===== config.mk =====
export PLATFORM = sky130hd
export DESIGN_NAME = pipeline_controller
export DESIGN_NICKNAME = d
export VERILOG_FILES = /design/src/rtl/pipeline_controller_pkg.sv /design/src/rtl/pipeline_controller_bypass_unit.sv /design/src/rtl/pipeline_controller.sv
export SDC_FILE = /design/constraint.sdc
export NUM_CORES = 1
export LEC_CHECK = 0
export CAP_MARGIN = 5
export CORE_AREA = 2 2 130 132
export CTS_CLUSTER_SIZE = 25
export DETAILED_ROUTE_END_ITERATION = 8
export DIE_AREA = 0 0 132 134
export PLACE_DENSITY = 0.68
export SETUP_SLACK_MARGIN = 0.5
export SLEW_MARGIN = 20
export SYNTH_ARGS = -nofsm -noshare
export SYNTH_HDL_FRONTEND = slang
export SYNTH_SLANG_ARGS = --single-unit
export TNS_END_PERCENT = 5

===== constraint.sdc =====
create_clock -name clk -period 6.5 [get_ports clk]
set_clock_uncertainty 0.2 [all_clocks]
set_input_delay 1.95 -clock clk [delete_from_list [all_inputs] [get_ports clk]]
set_output_delay 1.95 -clock clk [all_outputs]
set_load 0.1 [all_outputs]

===== src/rtl/pipeline_controller_pkg.sv =====
// Shared types for the pipeline hazard/control unit: stage control word, FSM states,
// register/data/PC types and the common "destination matches source" test.
package pipeline_controller_pkg;

    typedef logic [4:0]  reg_addr_t;
    typedef logic [31:0] basic_data_t;
    typedef logic [31:0] pc_t;

    typedef struct packed {
        logic stall;
        logic flush;
    } stage_ctrl_t;

    typedef enum logic {
        RUN      = 1'b0,
        MEM_WAIT = 1'b1
    } ctrl_state_e;

    // A writer hits a source only when it actually writes and the source is not x0.
    function automatic logic addr_hit(input logic wr_en, input reg_addr_t rd, input reg_addr_t rs);
        return wr_en && (rd == rs) && (rs != '0);
    endfunction

endpackage


===== src/rtl/pipeline_controller_bypass_unit.sv =====
// Forwarding mux for one execute operand: memoryAccess result beats writeback result,
// which beats the register-file value. Loads in memoryAccess are not yet forwardable.
module bypass_unit
    import pipeline_controller_pkg::*;
(
    input  logic [4:0]  i_rs_addr,
    input  logic [31:0] i_rs_data,
    input  logic [4:0]  i_ma_rd,
    input  logic        i_ma_wr_en,
    input  logic        i_ma_is_load,
    input  logic [31:0] i_ma_result,
    input  logic [4:0]  i_wb_rd,
    input  logic        i_wb_wr_en,
    input  logic [31:0] i_wb_result,
    output logic [31:0] o_data
);

    logic w_ma_hit;
    logic w_wb_hit;

    assign w_ma_hit = addr_hit(i_ma_wr_en && !i_ma_is_load, i_ma_rd, i_rs_addr);
    assign w_wb_hit = addr_hit(i_wb_wr_en, i_wb_rd, i_rs_addr);

    assign o_data = w_ma_hit ? i_ma_result :
                    w_wb_hit ? i_wb_result : i_rs_data;

endmodule


===== src/rtl/pipeline_controller.sv =====
// Hazard/control unit for the 5-stage pipe: memory-wait FSM, branch redirect,
// load-use interlock, operand bypass, fetch-control delay line and stall statistics.
module pipeline_controller
    import pipeline_controller_pkg::*;
#(
    parameter int MEM_TIMEOUT = 256,
    parameter int CNT_WIDTH   = 32
) (
    input  logic                 clk,
    input  logic                 rst,
    input  logic [4:0]           i_ex_rs1_addr,
    input  logic [4:0]           i_ex_rs2_addr,
    input  logic                 i_ex_rs1_used,
    input  logic                 i_ex_rs2_used,
    input  logic [31:0]          i_ex_rs1_data,
    input  logic [31:0]          i_ex_rs2_data,
    input  logic                 i_ex_br_miss,
    input  logic [31:0]          i_ex_br_target,
    input  logic [4:0]           i_ma_rd,
    input  logic                 i_ma_wr_en,
    input  logic                 i_ma_is_load,
    input  logic [31:0]          i_ma_result,
    input  logic                 i_ma_req,
    input  logic                 i_ma_ack,
    input  logic [4:0]           i_wb_rd,
    input  logic                 i_wb_wr_en,
    input  logic [31:0]          i_wb_result,
    output logic [31:0]          o_irreg_pc,
    output logic [31:0]          o_bypassed_rs1,
    output logic [31:0]          o_bypassed_rs2,
    output logic                 o_fetch_stall,
    output logic                 o_fetch_flush,
    output logic                 o_decode_stall,
    output logic                 o_decode_flush,
    output logic                 o_execute_stall,
    output logic                 o_execute_flush,
    output logic                 o_mem_access_stall,
    output logic                 o_mem_access_flush,
    output logic                 o_fetch_virtual_stall,
    output logic                 o_fetch_virtual_flush,
    output logic                 o_mem_timeout,
    output logic [CNT_WIDTH-1:0] o_stall_cycles
);

    localparam int WAIT_W = (MEM_TIMEOUT > 1) ? $clog2(MEM_TIMEOUT) : 1;
    localparam logic [WAIT_W-1:0] WAIT_LAST = WAIT_W'(MEM_TIMEOUT - 1);

    ctrl_state_e          r_state;
    logic [WAIT_W-1:0]    r_wait_cnt;
    logic                 r_mem_timeout;
    logic [CNT_WIDTH-1:0] r_stall_cycles;
    stage_ctrl_t          r_fetch_virtual;

    stage_ctrl_t w_fetch;
    stage_ctrl_t w_decode;
    stage_ctrl_t w_execute;
    stage_ctrl_t w_mem_access;
    logic        w_mem_stall;
    logic        w_redirect;
    logic        w_load_use;
    logic        w_any_stall;
    pc_t         w_irreg_pc;

    bypass_unit u_bypass_rs1 (
        .i_rs_addr    (i_ex_rs1_addr),
        .i_rs_data    (i_ex_rs1_data),
        .i_ma_rd      (i_ma_rd),
        .i_ma_wr_en   (i_ma_wr_en),
        .i_ma_is_load (i_ma_is_load),
        .i_ma_result  (i_ma_result),
        .i_wb_rd      (i_wb_rd),
        .i_wb_wr_en   (i_wb_wr_en),
        .i_wb_result  (i_wb_result),
        .o_data       (o_bypassed_rs1)
    );

    bypass_unit u_bypass_rs2 (
        .i_rs_addr    (i_ex_rs2_addr),
        .i_rs_data    (i_ex_rs2_data),
        .i_ma_rd      (i_ma_rd),
        .i_ma_wr_en   (i_ma_wr_en),
        .i_ma_is_load (i_ma_is_load),
        .i_ma_result  (i_ma_result),
        .i_wb_rd      (i_wb_rd),
        .i_wb_wr_en   (i_wb_wr_en),
        .i_wb_result  (i_wb_result),
        .o_data       (o_bypassed_rs2)
    );

    // The ack cycle is not a wait cycle, so branch and load-use are judged normally there.
    always_comb begin
        // NOTE: every combinational output gets a default first so no latch is inferred.
        w_fetch      = '0;
        w_decode     = '0;
        w_execute    = '0;
        w_mem_access = '0;
        w_irreg_pc   = '0;
        w_mem_stall  = 1'b0;
        w_redirect   = 1'b0;
        w_load_use   = 1'b0;
        if (!rst) begin
            w_mem_stall = !i_ma_ack && ((r_state == MEM_WAIT) || i_ma_req);
            w_redirect  = !w_mem_stall && i_ex_br_miss;
            w_load_use  = !w_mem_stall && !i_ex_br_miss &&
                          ((i_ex_rs1_used && addr_hit(i_ma_wr_en && i_ma_is_load, i_ma_rd, i_ex_rs1_addr)) ||
                           (i_ex_rs2_used && addr_hit(i_ma_wr_en && i_ma_is_load, i_ma_rd, i_ex_rs2_addr)));
            if (w_mem_stall) begin
                w_fetch.stall      = 1'b1;
                w_decode.stall     = 1'b1;
                w_execute.stall    = 1'b1;
                w_mem_access.stall = 1'b1;
            end else if (w_redirect) begin
                w_fetch.flush  = 1'b1;
                w_decode.flush = 1'b1;
                w_irreg_pc     = i_ex_br_target;
            end else if (w_load_use) begin
                w_fetch.stall      = 1'b1;
                w_decode.stall     = 1'b1;
                w_execute.stall    = 1'b1;
                w_mem_access.flush = 1'b1;
            end
        end
    end

    assign w_any_stall = w_fetch.stall | w_decode.stall | w_execute.stall | w_mem_access.stall;

    always_ff @(posedge clk) begin
        // NOTE: sequential state uses non-blocking assignments only.
        if (rst) begin
            r_state         <= RUN;
            r_wait_cnt      <= '0;
            r_mem_timeout   <= 1'b0;
            r_stall_cycles  <= '0;
            r_fetch_virtual <= '0;
        end else begin
            case (r_state)
                RUN: begin
                    if (i_ma_req && !i_ma_ack) begin
                        r_state    <= MEM_WAIT;
                        r_wait_cnt <= '0;
                    end
                end
                MEM_WAIT: begin
                    if (i_ma_ack) begin
                        r_state    <= RUN;
                        r_wait_cnt <= '0;
                    end else if (r_wait_cnt == WAIT_LAST) begin
                        r_mem_timeout <= 1'b1;
                    end else begin
                        r_wait_cnt <= r_wait_cnt + 1'b1;
                    end
                end
                default: r_state <= RUN;
            endcase
            if (w_any_stall && (r_stall_cycles != '1)) begin
                r_stall_cycles <= r_stall_cycles + 1'b1;
            end
            if (!w_fetch.stall) begin
                r_fetch_virtual <= w_fetch;
            end
        end
    end

    assign o_irreg_pc            = w_irreg_pc;
    assign o_fetch_stall         = w_fetch.stall;
    assign o_fetch_flush         = w_fetch.flush;
    assign o_decode_stall        = w_decode.stall;
    assign o_decode_flush        = w_decode.flush;
    assign o_execute_stall       = w_execute.stall;
    assign o_execute_flush       = w_execute.flush;
    assign o_mem_access_stall    = w_mem_access.stall;
    assign o_mem_access_flush    = w_mem_access.flush;
    assign o_fetch_virtual_stall = r_fetch_virtual.stall;
    assign o_fetch_virtual_flush = r_fetch_virtual.flush;
    assign o_mem_timeout         = r_mem_timeout;
    assign o_stall_cycles        = r_stall_cycles;

endmodule


==> impl_metrics.yaml <==
synthesis:
  async_flop_share: 0
  seq_area_frac_synth: 0.209
  syn_area_um2: 4120
  synth-edff-count: 0
  avgSynthCellArea_um2: 7.18
  ys_top_cells_by_area: "dfxtp_1 21%, mux2i_1 16%, a21oi_1 7.4%, and2_1 5.9%, nor2_1 4.6%"
  ys_top_cells_by_count: "64 x mux2i_1, 61 x a21oi_1, 51 x nor2_1"
  synthCells: 574
  synth_most_common_cell: "mux2i_1"
  synth_top_area_cell: "dfxtp_1"
  yosysWarnings: 0
  synth_cell_types: 42
  synth-main-ff-cell: "dfxtp_1"
  ys_ff_latch: 43
  synth_top_area_share: 0.209
worst_setup_path:
  crit_path_start_kind: "primary input"
  critical_path_class: "primary input to output pin"
  cp_data_arrival_time_ps: 3880
  crit_cells: 11
  slowest_delay_ps: 530
  worst-path-buf-inv: 6
  r2r_end: "o_stall_cycles[30]"
  worstPathCellList: "buf_8 -> or4_4 -> nor2_4 -> buf_6 -> nor4_4 -> buf_6 -> buf_6 -> buf_12 -> mux2i_4 -> o21ai_2 -> buf_12"
  cp_max_fo: 6
  critPathCaptureType: "output pin"
  r2r_cells: 8
  cpMostUsedCell: "buf_6"
  r2r_slack_ps: 3340
  critPathRequiredTime_ps: 4350
  slowest_stage: "or4_4"
  cp-startpoint: "i_ex_rs2_addr[2]"
  r2r_start: "o_stall_cycles[0]"
  crit_family: "buffers and inverters"
  critPathCapture: "o_bypassed_rs2[5]"
route:
  drc: 0
  ant_nets: 0
  wire_per_inst_um: 19.0
  via_per_inst: 5.06
  drt_iter0_markers: 319
  firstDrtPassIters: 4
  wl_mm: 21.3
  vias: 5656
final_layout:
  multi_input_area_um2: 3690
  area_growth_pct: 140
  drive_gt1_frac: 0.300
  nNetsFinal: 1089
  fillers: 1356
  stdcell_count: 1118
  finalInstanceArea_um2: 9880
  seq_area_um2: 861
  post-route-util: 0.607
  diodes: 0
clock_network:
  clk_latency_ps: 280
  clockBufferDepth: 2
  holdBufCountCts: 0
  root_buffer: "clkbuf_16"
  clock-sinks: 43
  clk_pin_slew_worst_paths_ps: 60
  cts_tree: "yes"
  cts_buffers: 5
  htreeDepth: 2
pwr:
  p_per_area_nw_per_um2: 124
  seqPwrFrac: 0.218
  p_total_mw: 1.22
  p_sw_frac: 0.424
  power.switching_mw: 0.520
  pwr-share-comb: 0.586
  power.internal_mw: 0.705
  p_leak_nw: 3.57
  peakVddDrop_v: 0.000110
  clkPwrFrac: 0.196
floorplanning:
  design.portCount: 329
  rows: 47
  die_y_um: 134
  coreArea_um2: 16300
  fp.dieW_um: 132
  die_area_um2: 17700
  start_util: 0.253
place:
  dp_hpwl_mm: 15.8
  gp_congestion: 0.861
  post-place-ws_ps: 53.6
  placed_cell_area_um2: 8920
  place_inst: 1087
  io_buffers: 326
grt:
  antenna_found_initial: 2
  grt_start_max_net_pins: 62
  grt_pass1_vias: 5564
  overflow: 0
  grt_use_total: 0.227
  grt_pass1_wl_mm: 31.7
sta:
  hold_viol_final: 0
  grt_setup_unrepaired: "true"
  min_period_over_period: 0.927
  min_period_ps: 6030
  maxSlewViolCount: 0
  slew_headroom: 0.306
  setup_viol: 0
  worst_slack_ps: 473
  worst_slew_pin_slew_ps: 1040
  fmax_mhz: 166
worst_hold_path:
  hold_path.class: "flop to flop"
flow_run:
  drv_cap: 0
outcome:
  outcome: "completed"
[area by class of cell]
cell class,count,area share
timing repair buffer,365,0.494
multi-input combinational,473,0.374
sequential,43,0.0871
tap,220,0.0279
clock buffer,7,0.0134
inverter,9,0.00380
clock inverter,1,0.000506
[what timing repair did]
| action | in CTS | in global routing |
|---|---|---|
| setup endpoints to repair | 101 | 99 |
| pin swaps | 15 | 16 |
| buffers inserted | 11 | 4 |
| cloned | 8 | 0 |
| gates resized for setup | 61 | 78 |
[how the worst min path moves through the flow]
| stage | end | slack [ps] | cells past startpoint | start |
|---|---|---|---|---|
| after floorplan | r_wait_cnt[6] | 260 | 1 | r_wait_cnt[6] |
| after global placement | o_fetch_virtual_flush | 240 | 1 | o_fetch_virtual_flush |
| after detailed placement | o_fetch_virtual_flush | 240 | 1 | o_fetch_virtual_flush |
| after CTS | o_fetch_virtual_flush | 260 | 1 | o_fetch_virtual_flush |
| after global routing | o_fetch_virtual_flush | 280 | 1 | o_fetch_virtual_flush |
| final | o_fetch_virtual_flush | 260 | 1 | o_fetch_virtual_flush |
[flip-flops by register name, summed over array words and instances, names as in the netlist]
name                   count
o_fetch_virtual_flush      1
r_wait_cnt                 8
o_mem_timeout              1
o_stall_cycles            32
r_state                    1
[worst register-to-register path: stages (launching register included)]
cell and delay, ps:
dfxtp_1 430, ha_1 240, nand2_1 80, nor4_1 520
nand3_1 170, nor2_2 680, buf_4 430, nor4_1 100
o21a_1 180
[logic make-up after synthesis]
group                    synth area share
flip-flops                          0.209
multiplexers                        0.161
AO/OA/AOI/OAI                       0.191
buffers and inverters              0.0665
adder cells (fa/ha/maj)           0.00607
XOR/XNOR                           0.0510
other                            0.000910
AND/OR/NAND/NOR                     0.315
[power groups by stage]
stage	clock, mW	combinational [mW]	sequential [mW]
6_report	0.240	0.717	0.267
5_1_grt	0.255	0.739	0.267
4_1_cts	0.244	0.696	0.266
3_5_place_dp	0	0.682	0.272
3_3_place_gp	0	0.680	0.272
2_1_floorplan	0	0.359	0.278
[cell usage in the layout (no fill, tap or decap), types with 9 or more instances in the layout]
| cell | Yosys | routed |
|---|---|---|
| dlymetal6s2s_1 | 0 | 9 |
| a21oi_1 | 61 | 28 |
| buf_12 | 0 | 109 |
| o21ai_4 | 0 | 14 |
| nand4_1 | 14 | 14 |
| and3_1 | 13 | 11 |
| mux2i_1 | 64 | 36 |
| dlygate4sd2_1 | 0 | 12 |
| nand2_1 | 49 | 49 |
| nand3_1 | 24 | 22 |
| o21ai_2 | 0 | 18 |
| o31ai_1 | 22 | 22 |
| clkdlybuf4s50_1 | 0 | 197 |
| mux2i_4 | 0 | 15 |
| nor2_1 | 51 | 43 |
| a21oi_2 | 0 | 32 |
| buf_6 | 3 | 10 |
| and2_1 | 39 | 39 |
| or4_1 | 23 | 22 |
| dfxtp_1 | 43 | 43 |
| xnor2_1 | 11 | 11 |
| buf_4 | 6 | 15 |
| mux2i_2 | 0 | 13 |
| xor2_1 | 13 | 13 |
[through the flow]
stage	setup TNS, ps	hold WS (ps)
after floorplan	-59.5	263
after global placement	0	240
after detailed placement	0	245
after CTS	0	264
after global routing	0	278
final	0	259
[layer usage]
layer | part of all wire | global-route usage | up-vias
met3 | 0.059 | 0.0484 | 45
met2 | 0.52 | 0.413 | 200
li1 | - | - | 2732
met1 | 0.38 | 0.262 | 2675
met5 | 0.00099 | 0 | -
met4 | 0.036 | 0.0827 | 4
(Power assumes the default switching activity.)
